**config.mk**
```make
export PLATFORM = sky130hd
export DESIGN_NAME = uart_tx
export DESIGN_NICKNAME = d
export VERILOG_FILES = /design/src/rtl/uart_tx.sv
export SDC_FILE = /design/constraint.sdc
export NUM_CORES = 1
export LEC_CHECK = 0
export ABC_CLOCK_PERIOD_IN_PS = 4000
export CORE_UTILIZATION = 45
export CTS_CLUSTER_SIZE = 8
export DETAILED_ROUTE_END_ITERATION = 8
export GPL_TIMING_DRIVEN = 0
export PLACE_DENSITY = 0.76
export RECOVER_POWER = 25
export SLEW_MARGIN = 20
export SYNTH_ARGS = -nofsm -noshare
export SYNTH_HDL_FRONTEND = slang
export SYNTH_SLANG_ARGS = --single-unit
```
**constraint.sdc**
```tcl
create_clock -name CLK -period 4 [get_ports CLK]
set_input_delay 1.2 -clock CLK [delete_from_list [all_inputs] [get_ports CLK]]
set_output_delay 1.2 -clock CLK [all_outputs]
set_load 0.03 [all_outputs]
```
**src/rtl/uart_tx.sv**
```systemverilog
// 8-bit UART transmitter: start bit, LSB-first data, optional parity, 1 or 2 stop bits.
// Bit period is latched on handshake; TX is registered and trails the state by one cycle.
module uart_tx #(
  parameter int unsigned PARITY    = 0,
  parameter int unsigned STOP_BITS = 1
) (
  input  logic        CLK,
  input  logic        rst,
  input  logic [7:0]  tx_data,
  input  logic        tx_valid,
  output logic        tx_ready,
  input  logic [20:0] prescaler_in,
  output logic        TX,
  output logic        tx_done
);

  localparam bit             UseParity = (PARITY == 1) || (PARITY == 2);
  localparam bit             OddParity = (PARITY == 2);
  localparam logic [3:0]     LastStop  = (STOP_BITS == 2) ? 4'd1 : 4'd0;

  typedef enum logic [2:0] {StIdle, StStart, StData, StParity, StStop} state_e;

  state_e      state_q;
  logic [20:0] cnt_q;
  logic [20:0] period_q;
  logic [20:0] period_in;
  logic [7:0]  data_q;
  logic [3:0]  bit_idx_q;
  logic        parity_q;
  logic        frame_end_q;

  always_comb begin
    period_in = (prescaler_in < 21'd2) ? 21'd2 : prescaler_in;
  end

  always_ff @(posedge CLK) begin
    if (rst) begin
      state_q     <= StIdle;
      cnt_q       <= '0;
      period_q    <= '0;
      data_q      <= '0;
      bit_idx_q   <= '0;
      parity_q    <= 1'b0;
      frame_end_q <= 1'b0;
      tx_ready    <= 1'b0;
      tx_done     <= 1'b0;
      TX          <= 1'b1;
    end else begin
      tx_done     <= 1'b0;
      frame_end_q <= 1'b0;
      case (state_q)
        StIdle: begin
          TX       <= 1'b1;
          tx_ready <= 1'b1;
          // Completion is reported one cycle after STOP ends so it lines up with the line.
          tx_done  <= frame_end_q;
          if (tx_valid && tx_ready) begin
            data_q    <= tx_data;
            period_q  <= period_in;
            cnt_q     <= period_in - 21'd1;
            bit_idx_q <= '0;
            parity_q  <= (^tx_data) ^ OddParity;
            tx_ready  <= 1'b0;
            state_q   <= StStart;
          end
        end
        StStart: begin
          TX <= 1'b0;
          if (cnt_q == '0) begin
            cnt_q   <= period_q - 21'd1;
            state_q <= StData;
          end else begin
            cnt_q <= cnt_q - 21'd1;
          end
        end
        StData: begin
          TX <= data_q[bit_idx_q[2:0]];
          if (cnt_q == '0) begin
            cnt_q <= period_q - 21'd1;
            if (bit_idx_q == 4'd7) begin
              bit_idx_q <= '0;
              state_q   <= UseParity ? StParity : StStop;
            end else begin
              bit_idx_q <= bit_idx_q + 4'd1;
            end
          end else begin
            cnt_q <= cnt_q - 21'd1;
          end
        end
        StParity: begin
          TX <= parity_q;
          if (cnt_q == '0) begin
            cnt_q   <= period_q - 21'd1;
            state_q <= StStop;
          end else begin
            cnt_q <= cnt_q - 21'd1;
          end
        end
        StStop: begin
          TX <= 1'b1;
          if (cnt_q == '0) begin
            if (bit_idx_q == LastStop) begin
              bit_idx_q   <= '0;
              frame_end_q <= 1'b1;
              state_q     <= StIdle;
            end else begin
              bit_idx_q <= bit_idx_q + 4'd1;
              cnt_q     <= period_q - 21'd1;
            end
          end else begin
            cnt_q <= cnt_q - 21'd1;
          end
        end
        default: begin
          TX      <= 1'b1;
          state_q <= StIdle;
        end
      endcase
    end
  end

endmodule

```
Yosys cells after proc, flatten, opt, wreduce, memory -nomap -nowiden --
Index checks and enable logic that the tools add are counted.
Storage, ports and cells: output and inout bits 3, bits of input ports 32, bits in registers 62, logic and storage cells 71
Cells by class: add/subtract/negate cells 4, reductions and logical operators 14, order comparisons 2, mux-type cells 25, bitwise gates (word level) 3, equality and inequality tests 13
Operators with widths (count):
- two-way mux 21 bit | 5
- case mux 21 bit (3 select lines) | 1
- subtractor 21 x 1 -> 21 bit (second input constant) | 3
- logical NOT 21 bit | 1
- < comparator 21 x 2 -> 1 bit (second input constant) | 1
- two-way mux 3 bit | 7
- two-way mux 4 bit | 5
- case mux 3 bit (5 select lines) | 1
- != test 2 bit (second input constant) | 7
- case mux 4 bit (3 select lines) | 1
- parity 8 bit | 1
- AND reduction 7 bit | 1
- equality test 3 x 2 -> 1 bit (second input constant) | 2
- nonzero test 3 bit | 2
- OR reduction 3 bit | 2
- adder 4 x 1 -> 4 bit (second input constant) | 1
- equality test 4 x 3 -> 1 bit (second input constant) | 1
- logical NOT 4 bit | 1
- < comparator 3 x 4 -> 1 bit (second input constant) | 1
- AND reduction 4 bit | 1
- binary-select mux 1 bit (select 3 bit) | 1
- equality test 3 x 1 -> 1 bit (second input constant) | 1
- equality test 3 bit (second input constant) | 1
- logical NOT 3 bit | 1
- other kinds (8) | 12

Logic depth before layout (Yosys ltp) --
Gate-level depths: netlist of the first run.
word-level depth 5, depth in mapped cells 12, depth with buffers taken out 10

Least setup slack after synthesis of the first run --
No wires, ideal clock.
kind input -> register, from input prescaler_in[5], to register cnt_q[20], arrival 3.349 ns, slack 0.521 ns, setup time 0.130 ns, buffers on the path 0, stages 9, required time 3.870 ns, path through or4_1 > o31ai_1 > a22o_1 > ha_1 > o21ai_1 > or3_1 > nor4_1 > xnor2_1 > o31ai_1
On the way: longest elaborated chain between the ends 5
RTL lines:
- start, declared | RTL line 12 | input logic [20:0] prescaler_in,
- < comparator 21 x 2 -> 1 bit | RTL line 33 | period_in = (prescaler_in < 21'd2) ? 21'd2 : prescaler_in;
- two-way mux 21 bit (*) | RTL line 33
- subtractor 21 x 1 -> 21 bit (*) | RTL line 60 | cnt_q <= period_in - 21'd1;
- two-way mux 21 bit (*) | RTL line 57 | if (tx_valid && tx_ready) begin
- case mux 21 bit (3 select lines) (*) | RTL line 51 | case (state_q)
- end signal, assigned | RTL line 60
- end signal, assigned | RTL line 70 | cnt_q <= period_q - 21'd1;
- end signal, assigned | RTL line 73 | cnt_q <= cnt_q - 21'd1;
- end, declared | RTL line 24 | logic [20:0] cnt_q;
Every way passes the cells marked *; elsewhere a longest branch is shown, timed or not. The select of a mux whose other input is x is not followed. A chain may end at the register's enable or synchronous reset.

Worst setup path in the final report of the first run --
from input prescaler_in[12], to register cnt_q[20]
Same word-level chain as after synthesis.

==> results.sh, run 1 <==
export IMPL_fin_nets=475
export IMPL_rrSetupSlack_ns=0.33
export IMPL_antenna_found_initial=0
export IMPL_ys_types=51
export IMPL_layout_min_cycle_time_ns=3.89
export IMPL_required_ns=4.26
export IMPL_clock_latency_ns=0.35
export IMPL_drc=0
export IMPL_synthArstFlopShare=0
export IMPL_synth_flop_cell="dfxtp_1"
export IMPL_pre_cts_slack_ns=-0.536
export IMPL_clockBufferDepth=2
export IMPL_start_util=0.462
export IMPL_synth_edff_count=0
export IMPL_syn_area_per_cell_um2=8.42
export IMPL_drt_initial_drc_count=292
export IMPL_p_leak_nw=1.39
export IMPL_hold_viol=0
export IMPL_power_mw=1.71
export IMPL_power_density_nw_per_um2=426
export IMPL_core_area_um2=7210
export IMPL_io_pins=35
export IMPL_yosysWarnings=0
export IMPL_setup_ws_ns=0.109
export IMPL_avgRoutedWirePerCell_um=17.9
export IMPL_skew_ns=0.0110
export IMPL_dp_hpwl_mm=7.01
export IMPL_hold_path_class="flip-flop to flip-flop"
export IMPL_cts_buffers=9
export IMPL_critical_path_arrival_ns=4.15
export IMPL_io_buffers=33
export IMPL_synth_area_leaders="dfxtp_1 37%, a22o_1 7.6%, nor2_1 5.1%, a211oi_1 4.3%, xnor2_1 3.9%"
export IMPL_cp_max_fo=7
export IMPL_post_route_period_util=0.973
export IMPL_path_class="input pin to flip-flop"
export IMPL_vias=3390
export IMPL_die_h_um=88.1
export IMPL_rows=31
export IMPL_dieArea_um2=7760
export IMPL_grt_pass1_wl_mm=15.8
export IMPL_wl_mm=9.75
export IMPL_drtPass1Iterations=5
export IMPL_netlist_area_um2=3330
export IMPL_first_global_vias=3238
export IMPL_relSlewSlack=0.347
export IMPL_synth_top_cell_by_area="dfxtp_1"
export IMPL_maxCapViolCount=0
export IMPL_cpMaxStageDelayCell="clkdlybuf4s50_1"
export IMPL_ctsRootBufferMaster="clkbuf_8"
export IMPL_status="finished clean"
export IMPL_start_kind="input pin"
export IMPL_grt_max_degree=13
export IMPL_ys_seq_area_frac=0.372
export IMPL_cts_tree="done"
export IMPL_grt_use_total=0.268
export IMPL_postCtsSetupBuffers=0
export IMPL_hold_slack_ns=0.466
export IMPL_cts_sinks=62
export IMPL_max_freq_ghz=0.257
export IMPL_postRouteAntennaNets=0
export IMPL_path_clk_slew_ns=0.07
export IMPL_path_cells="clkdlybuf4s50_1 > nor3_2 > nand4_1 > o31ai_2 > a22o_1 > ha_1 > o21ai_2 > or3_1 > nor4_2 > xnor2_1 > o31ai_1"
export IMPL_syn2layout_area_growth_pct=20.8
export IMPL_critPathCaptureType="flip-flop"
export IMPL_synth_top_area_frac=0.372
export IMPL_gp_congestion=0.941
export IMPL_vias_per_cell=6.23
export IMPL_ir_worst_vdd_uv=186
export IMPL_mostFrequentLayoutCell="dfxtp_1"
export IMPL_layout_common_cells="62 x dfxtp_1, 45 x nor2_1, 29 x a22o_1, 29 x clkdlybuf4s50_1"
export IMPL_critical_path_max_stage_delay_ns=0.47
export IMPL_cts_max_level=3
export IMPL_die_w_um=88.1
export IMPL_grt_overflow_total=0
export IMPL_diodes=0
export IMPL_tightest_slew_ns=0.972
export IMPL_syn_nets=431
export IMPL_final_max_slew_viol_count=0
export IMPL_setup_violations=0
export IMPL_ctsHoldBuffers=0
export IMPL_synthCells=396
export IMPL_ys_seq_elements=62
export IMPL_drive_gt1_frac=0.0652
[critical path: cells and delay by family]
| family | cells | cell delay (ns) |
|---|---|---|
| compound gates | 4 | 0.88 |
| xor+xnor | 1 | 0.12 |
| fa+ha+maj | 1 | 0.22 |
| buf+inv | 1 | 0.47 |
| simple gates | 4 | 1.26 |
[cell usage after synthesis, drive strengths merged (7+ instances only)]
library cell  number
nor4              12
clkbuf            23
nand3             14
dfxtp             62
xnor2             15
nor2              45
a22o              29
a21oi             23
nor3              11
a211oi            20
nand2             24
or3                8
xor2               7
o21ai             24
[final cells by class]
cell class / count / area [um^2]
Buffer: 25 / 95.1
Clock inverter: 7 / 97.6
Clock buffer: 9 / 124
Sequential cell: 62 / 1240
Inverter: 4 / 15.0
Timing Repair Buffer: 33 / 330
Tap cell: 99 / 124
Multi-Input combinational cell: 305 / 2000
Fill cell: 681 / 3190
[cell families (layout without fill, tap and decap cells)]
group	Yosys count	in the layout	synth area share
fa+ha+maj	3	3	0.0113
flops	62	62	0.372
compound gates	134	134	0.282
mux	6	6	0.0259
xor+xnor	22	22	0.0578
buf+inv	29	78	0.0353
simple gates	140	140	0.215
[registers in the layout, indices dropped and copies added (netlist names)]
name and cells:
cnt_q 21, period_q 21, data_q 8, bit_idx_q 4
state_q 3, TX 1, frame_end_q 1, parity_q 1
tx_done 1, tx_ready 1
[routing by layer]
| layer | vias to the layer above | part of all wire | wire length, um | track usage |
|---|---|---|---|---|
| met2 | 178 | 0.46 | 4470 | 0.430 |
| met3 | 33 | 0.076 | 743 | 0.0415 |
| met1 | 1595 | 0.43 | 4220 | 0.348 |
| li1 | 1584 | - | - | - |
| met4 | 0 | 0.032 | 314 | 0.139 |
| met5 | - | 0 | 0 | 0 |
[worst paths after layout]
check | from | endpoint | cells past startpoint
worst min-delay path | period_q[1] | period_q[1] | 2
worst max register to register | cnt_q[3] | cnt_q[8] | 9
worst max-delay path | prescaler_in[12] | cnt_q[20] | 11
worst min register to register | period_q[1] | period_q[1] | 2
[power breakdown]
group          switching, mW  internal, mW  total [mW]
sequential            0.0433         0.666       0.710
combinational          0.232         0.153       0.385
clock                  0.268         0.352       0.620
[stage by stage]
stage | util | cell area (um^2) | TNS (ns) | instances
finish | 0.558 | 4030 | 0 | 544
detailed placement | 0.525 | 3790 | -2.77 | 528
floorplan | - | 3330 | 0 | 396
global placement | 0.525 | 3790 | -2.97 | 528
global route | 0.558 | 4030 | -0.000348 | 544
CTS | 0.558 | 4030 | 0 | 544
[repair_timing]
item	in CTS	in global routing
setup endpoints to repair	1	4
gates resized for setup	3	2
hold endpoints to repair	0	0
pin swaps	0	0
Note: power is estimated with default switching activity, not from simulation.
==> run 2: changes to the inputs <==
ABC_CLOCK_PERIOD_IN_PS = 4800   (was 4000)
CORE_MARGIN = 2   (was default)
SKIP_CTS_REPAIR_TIMING = 1   (was default)
clock period = 4.8 ns   (was 4 ns; I/O delays follow)
==> run 2 against run 1 <==
Against the previous run:
- the run now ends with capacitance limit, slew limit left
- first-iteration DRC count grew 19%
- hold slack improved by 0.0049 ns
- core utilization down 0.75 points
- highest routed layer unchanged
==> results.sh, run 2 (synthesized netlist as in run 1, its figures left out) <==
export IMPL_setup_ws_ns=0.232
export IMPL_skew_ns=0.0119
export IMPL_postRouteAntennaNets=0
export IMPL_p_leak_nw=1.38
export IMPL_ir_worst_vdd_uv=214
export IMPL_die_w_um=90.1
export IMPL_hold_path_class="flip-flop to flip-flop"
export IMPL_wl_mm=9.68
export IMPL_cts_buffers=9
export IMPL_layout_common_cells="62 x dfxtp_1, 45 x nor2_1, 30 x clkdlybuf4s50_1"
export IMPL_path_cells="clkdlybuf4s50_1 > nor3_1 > nand4_1 > o31ai_1 > a22o_1 > ha_1 > o21ai_1 > or3_1 > nor4_1 > xnor2_1 > o31ai_1"
export IMPL_final_max_slew_viol_count=11
export IMPL_critPathCaptureType="flip-flop"
export IMPL_rsz0062_at_grt="no"
export IMPL_rows=31
export IMPL_critical_path_arrival_ns=4.83
export IMPL_max_freq_ghz=0.219
export IMPL_cts_sinks=62
export IMPL_fill_cells=693
export IMPL_fin_nets=475
export IMPL_critical_path_max_stage_delay_ns=0.47
export IMPL_clockBufferDepth=2
export IMPL_drtPass1Iterations=5
export IMPL_first_global_vias=3180
export IMPL_io_pins=35
export IMPL_clock_latency_ns=0.34
export IMPL_setup_violations=0
export IMPL_mostFrequentLayoutCell="dfxtp_1"
export IMPL_power_density_nw_per_um2=345
export IMPL_grt_use_total=0.241
export IMPL_layout_min_cycle_time_ns=4.57
export IMPL_drt_initial_drc_count=347
export IMPL_violations="capacitance limit, slew limit"
export IMPL_avgRoutedWirePerCell_um=17.8
export IMPL_dp_hpwl_mm=7.02
export IMPL_maxCapViolCount=1
export IMPL_grt_pass1_wl_mm=15.8
export IMPL_cpMaxStageDelayCell="clkdlybuf4s50_1"
export IMPL_pre_cts_slack_ns=-0.0173
export IMPL_cts_max_level=3
export IMPL_path_class="input pin to flip-flop"
export IMPL_diodes=0
export IMPL_drive_gt1_frac=0.0472
export IMPL_start_kind="input pin"
export IMPL_relSlewSlack=-0.250
export IMPL_grt_overflow_total=0
export IMPL_grt_max_degree=12
export IMPL_finalSetupTns_ns=0
export IMPL_cts_tree="done"
export IMPL_tightest_slew_ns=1.86
export IMPL_top_regs="cnt_q: 21 flops, period_q: 21 flops, data_q: 8 flops"
export IMPL_required_ns=5.06
export IMPL_post_route_period_util=0.952
export IMPL_path_clk_slew_ns=0.07
export IMPL_ctsRootBufferMaster="clkbuf_8"
export IMPL_crit_top_cell="o31ai_1"
export IMPL_syn2layout_area_growth_pct=19.1
export IMPL_drc=0
export IMPL_power_mw=1.37
export IMPL_dieArea_um2=8110
export IMPL_status="finished, violations left"
export IMPL_start_util=0.462
export IMPL_core_area_um2=7210
export IMPL_die_h_um=90.1
export IMPL_io_buffers=33
export IMPL_vias_per_cell=6.15
export IMPL_gp_congestion=0.957
export IMPL_vias=3347
export IMPL_hold_viol=0
export IMPL_cp_max_fo=7
export IMPL_antenna_found_initial=0
[run 2: path summary, 6_finish.rpt]
| check | from | depth (start not counted) | slack, ns | to |
|---|---|---|---|---|
| max | prescaler_in[12] | 11 | 0.23 | cnt_q[20] |
| min | frame_end_q | 1 | 0.47 | tx_done |
| max reg2reg | cnt_q[3] | 7 | 0.28 | cnt_q[13] |
| min reg2reg | frame_end_q | 1 | 0.47 | tx_done |
[run 2: critical path: cells and delay by family]
family / cells / cell delay (ns)
and+or+nand+nor: 4 / 1.50
adders and majority gates: 1 / 0.21
AOI/OAI and AO/OA: 4 / 1.09
buffers and inverters: 1 / 0.47
xor gates and xnor gates: 1 / 0.11
[run 2: layer usage]
metal | vias up | global-route usage | part of all wire
li1 | 1589 | - | -
met1 | 1598 | 0.309 | 0.43
met2 | 136 | 0.390 | 0.48
met3 | 24 | 0.0427 | 0.062
met4 | 0 | 0.124 | 0.032
met5 | - | 0 | 0
[run 2: area by class of cell]
class | instances | area, um^2 | area share
Sequential cell | 62 | 1240 | 0.312
Tap cell | 99 | 124 | 0.0312
Clock buffer | 12 | 145 | 0.0365
Multi-Input combinational cell | 305 | 1960 | 0.494
Buffer | 25 | 101 | 0.0255
Inverter | 4 | 15.0 | 0.00378
Timing Repair Buffer | 33 | 330 | 0.0831
Clock inverter | 4 | 55.1 | 0.0139
[run 2: per-stage QoR]
stage,hold WS [ns],std cells,cell area (um^2),utilization
5_1_grt,0.482,544,3970,0.551
3_5_place_dp,0.452,528,3790,0.525
6_report,0.471,544,3970,0.551
4_1_cts,0.469,544,3990,0.553
3_3_place_gp,0.435,528,3790,0.525
2_1_floorplan,0.425,396,3330,-
[run 2: power by group]
group / leakage [nW] / internal (mW) / switching [mW] / total, mW
clock: 0.0972 / 0.257 / 0.211 / 0.468
sequential: 0.507 / 0.555 / 0.0350 / 0.590
combinational: 0.772 / 0.126 / 0.188 / 0.313
==> RTL edit (config.mk and constraints of run 2) <==
Reset style: asynchronous (`rst`), changed in one clocked block.
--- a/src/rtl/uart_tx.sv
+++ b/src/rtl/uart_tx.sv
@@ -33,7 +33,7 @@
     period_in = (prescaler_in < 21'd2) ? 21'd2 : prescaler_in;
   end
 
-  always_ff @(posedge CLK) begin
+  always_ff @(posedge CLK or posedge rst) begin
     if (rst) begin
       state_q     <= StIdle;
       cnt_q       <= '0;
Formal check against the unedited RTL: differs if rst is asserted again (counterexample within 4 cycles, from zero or initial values and one cycle with rst high); with rst held inactive, the same outputs for 10 cycles.
==> RTL edit against run 2 <==
The run ends with max-capacitance violations left; highest routed layer unchanged; critical path type unchanged; design area grew 10%; utilization grew 0.79 points; via count grew 1.8%; critical endpoint is now cnt_q[18]$_DFFE_PP0P_; clock power grew 4%; total power is essentially flat; first-iteration DRC count grew 15%; area after synthesis grew 10%; sequential cell count is the same; wire length grew 6.0%; synthesized cell count shrank 2.8%; worst setup slack lost 0.14 ns; global-route usage grew 0.33 points; largest cell class unchanged; critical path depth is the same.
==> RTL edit: results (changes against run 2) <==
status finished with violations; failing checks max-capacitance violations; vias per cell 6.33 (+2.9%); non-clock buffer area fraction after layout 10.2% (-0.67 points); nets 466 (-1.9%); multi-input logic cell count 299 (-2.0%); Post-Route M1 WL 4.43 mm (+6.5%); clock network power share 35.5% (+1.4 points); slowest library cell on the worst path or4_1; fillers 711 (+2.6%); highest metal used met4; Clk Latency, worst-skew pair 0.35 ns; Signal buffers 55 (-5.2%); Area growth syn-to-layout 19.0% (about the same); Synth cell types 61 (+20%); met3 routed WL 890 µm (+48%); DRT Wirelength 10.3 mm (+6.0%); clock-cell share of area 4.77% (-0.27 points); grt met2 use 37.7% (-1.2 points); htree depth 3 (unchanged); multi-input combinational area share 46.3% (-3.0 points); number of global-route vias before repair 3281 (+3.2%); overall routing resource usage 24.5% (+0.33 points); GP Congestion 1.02 (+6.3%); largest net degree at the start of global routing 33 (+21); asr flop ratio synth 100% (+100 points); top cells by count, synth dfrtp_1, nor2_1, nand2_1, mux2_2, o21ai_0; clock buf count 11 (-1); total of max-cap violations 1 (unchanged); clk buf depth 2 (unchanged); Avg Cell Area, Syn 9.56 µm² (+14%); leakage power 1.80 nW (+31%); first-pass GRT wire length 16.6 mm (+5.4%); GRT met3 Usage 5.35% (+1.1 points); maximum VDD drop 0.139 mV (-35%); met1 usage in global routing 33.6% (+2.7 points); total CTS buffers 9 (unchanged); Power Density 313 nW/µm² (-9.3%); synth warn 0 (unchanged); met2 wire len 4.71 mm (+2.1%); Tightest Hold Check Type reg -> reg; synth top area cells dfrtp_1, mux2_2, nor2_1; syn_nets 420 (-2.6%); share of cells above drive strength 1 15.1% (+10 points); Buffers on Ports 34 (+3.0%); Int Power 960 µW (+2.4%); post-detail-place hpwl 7.28 mm (+3.8%); CTS root buf clkbuf_8; drt first pass iters 6 (+1); Critical Path Fanout Max 8 (+1); crit-path max cell delay 0.59 ns (+0.12 ns); CP arrival 4.97 ns (+0.14 ns); 1st-iter DRT viols 400 (+15%); Post-Route Skew 0.00762 ns (-0.00430 ns); sequential fraction of the synthesis area 42.2% (+4.9 points); sequential fraction of design power 44.5% (+1.5 points); Slew headroom 0.614% (+26 points); Seq/total area 35.4% (+4.2 points); Clock Sink Count 62 (unchanged); DP Area 4170 µm² (+10%)
RTL edit: cell count changes in the layout (fill, tap and decap cells not counted), moves of 8 or more:
cell      before  now
mux2_2         1   28
a22o_1        29    0
nor2_1        45   37
nand2_1       23   32
clkbuf_1      25   13
dfxtp_1       62    0
dfrtp_1        0   61
a211oi_1      19    2
RTL edit: worst paths after layout:
path,start,endpoint,slack (ns),cells past startpoint
setup / recovery,prescaler_in[17],cnt_q[18]$_DFFE_PP0P_,0.09,11
hold / removal,frame_end_q$_DFF_PP0_,tx_done$_DFF_PP0_,0.45,1
setup reg to reg,state_q[0]$_DFFE_PP0P_,cnt_q[18]$_DFFE_PP0P_,0.61,11
hold reg to reg,frame_end_q$_DFF_PP0_,tx_done$_DFF_PP0_,0.45,1
max in group asynchronous,rst,TX$_DFF_PP1_,2.13,3
min in group asynchronous,rst,period_q[2]$_DFFE_PP0P_,1.88,2
RTL edit: cells by family (layout without fill, tap and decap cells):
group / count (synthesis) / count (layout) / share of synthesized area, %
and+or+nand+nor: 144 / 144 / 20.2
AOI/OAI and AO/OA: 101 / 101 / 18.8
DFF: 62 / 62 / 42.2
muxes: 34 / 34 / 11.0
buffers and inverters: 24 / 75 / 2.75
xor gates and xnor gates: 17 / 17 / 4.04
adders and majority gates: 3 / 3 / 1.02
RTL edit: per-stage QoR:
stage | util, % | setup slack, ns | TNS (ns) | std cells
after floorplan | - | 0.988 | 0 | 385
after global placement | 52.9 | -0.178 | -0.328 | 521
after detailed placement | 53.2 | -0.305 | -0.610 | 522
after CTS | 55.8 | 0.0583 | 0 | 538
after global routing | 55.9 | 0.00143 | 0 | 538
final | 55.9 | 0.0898 | 0 | 538
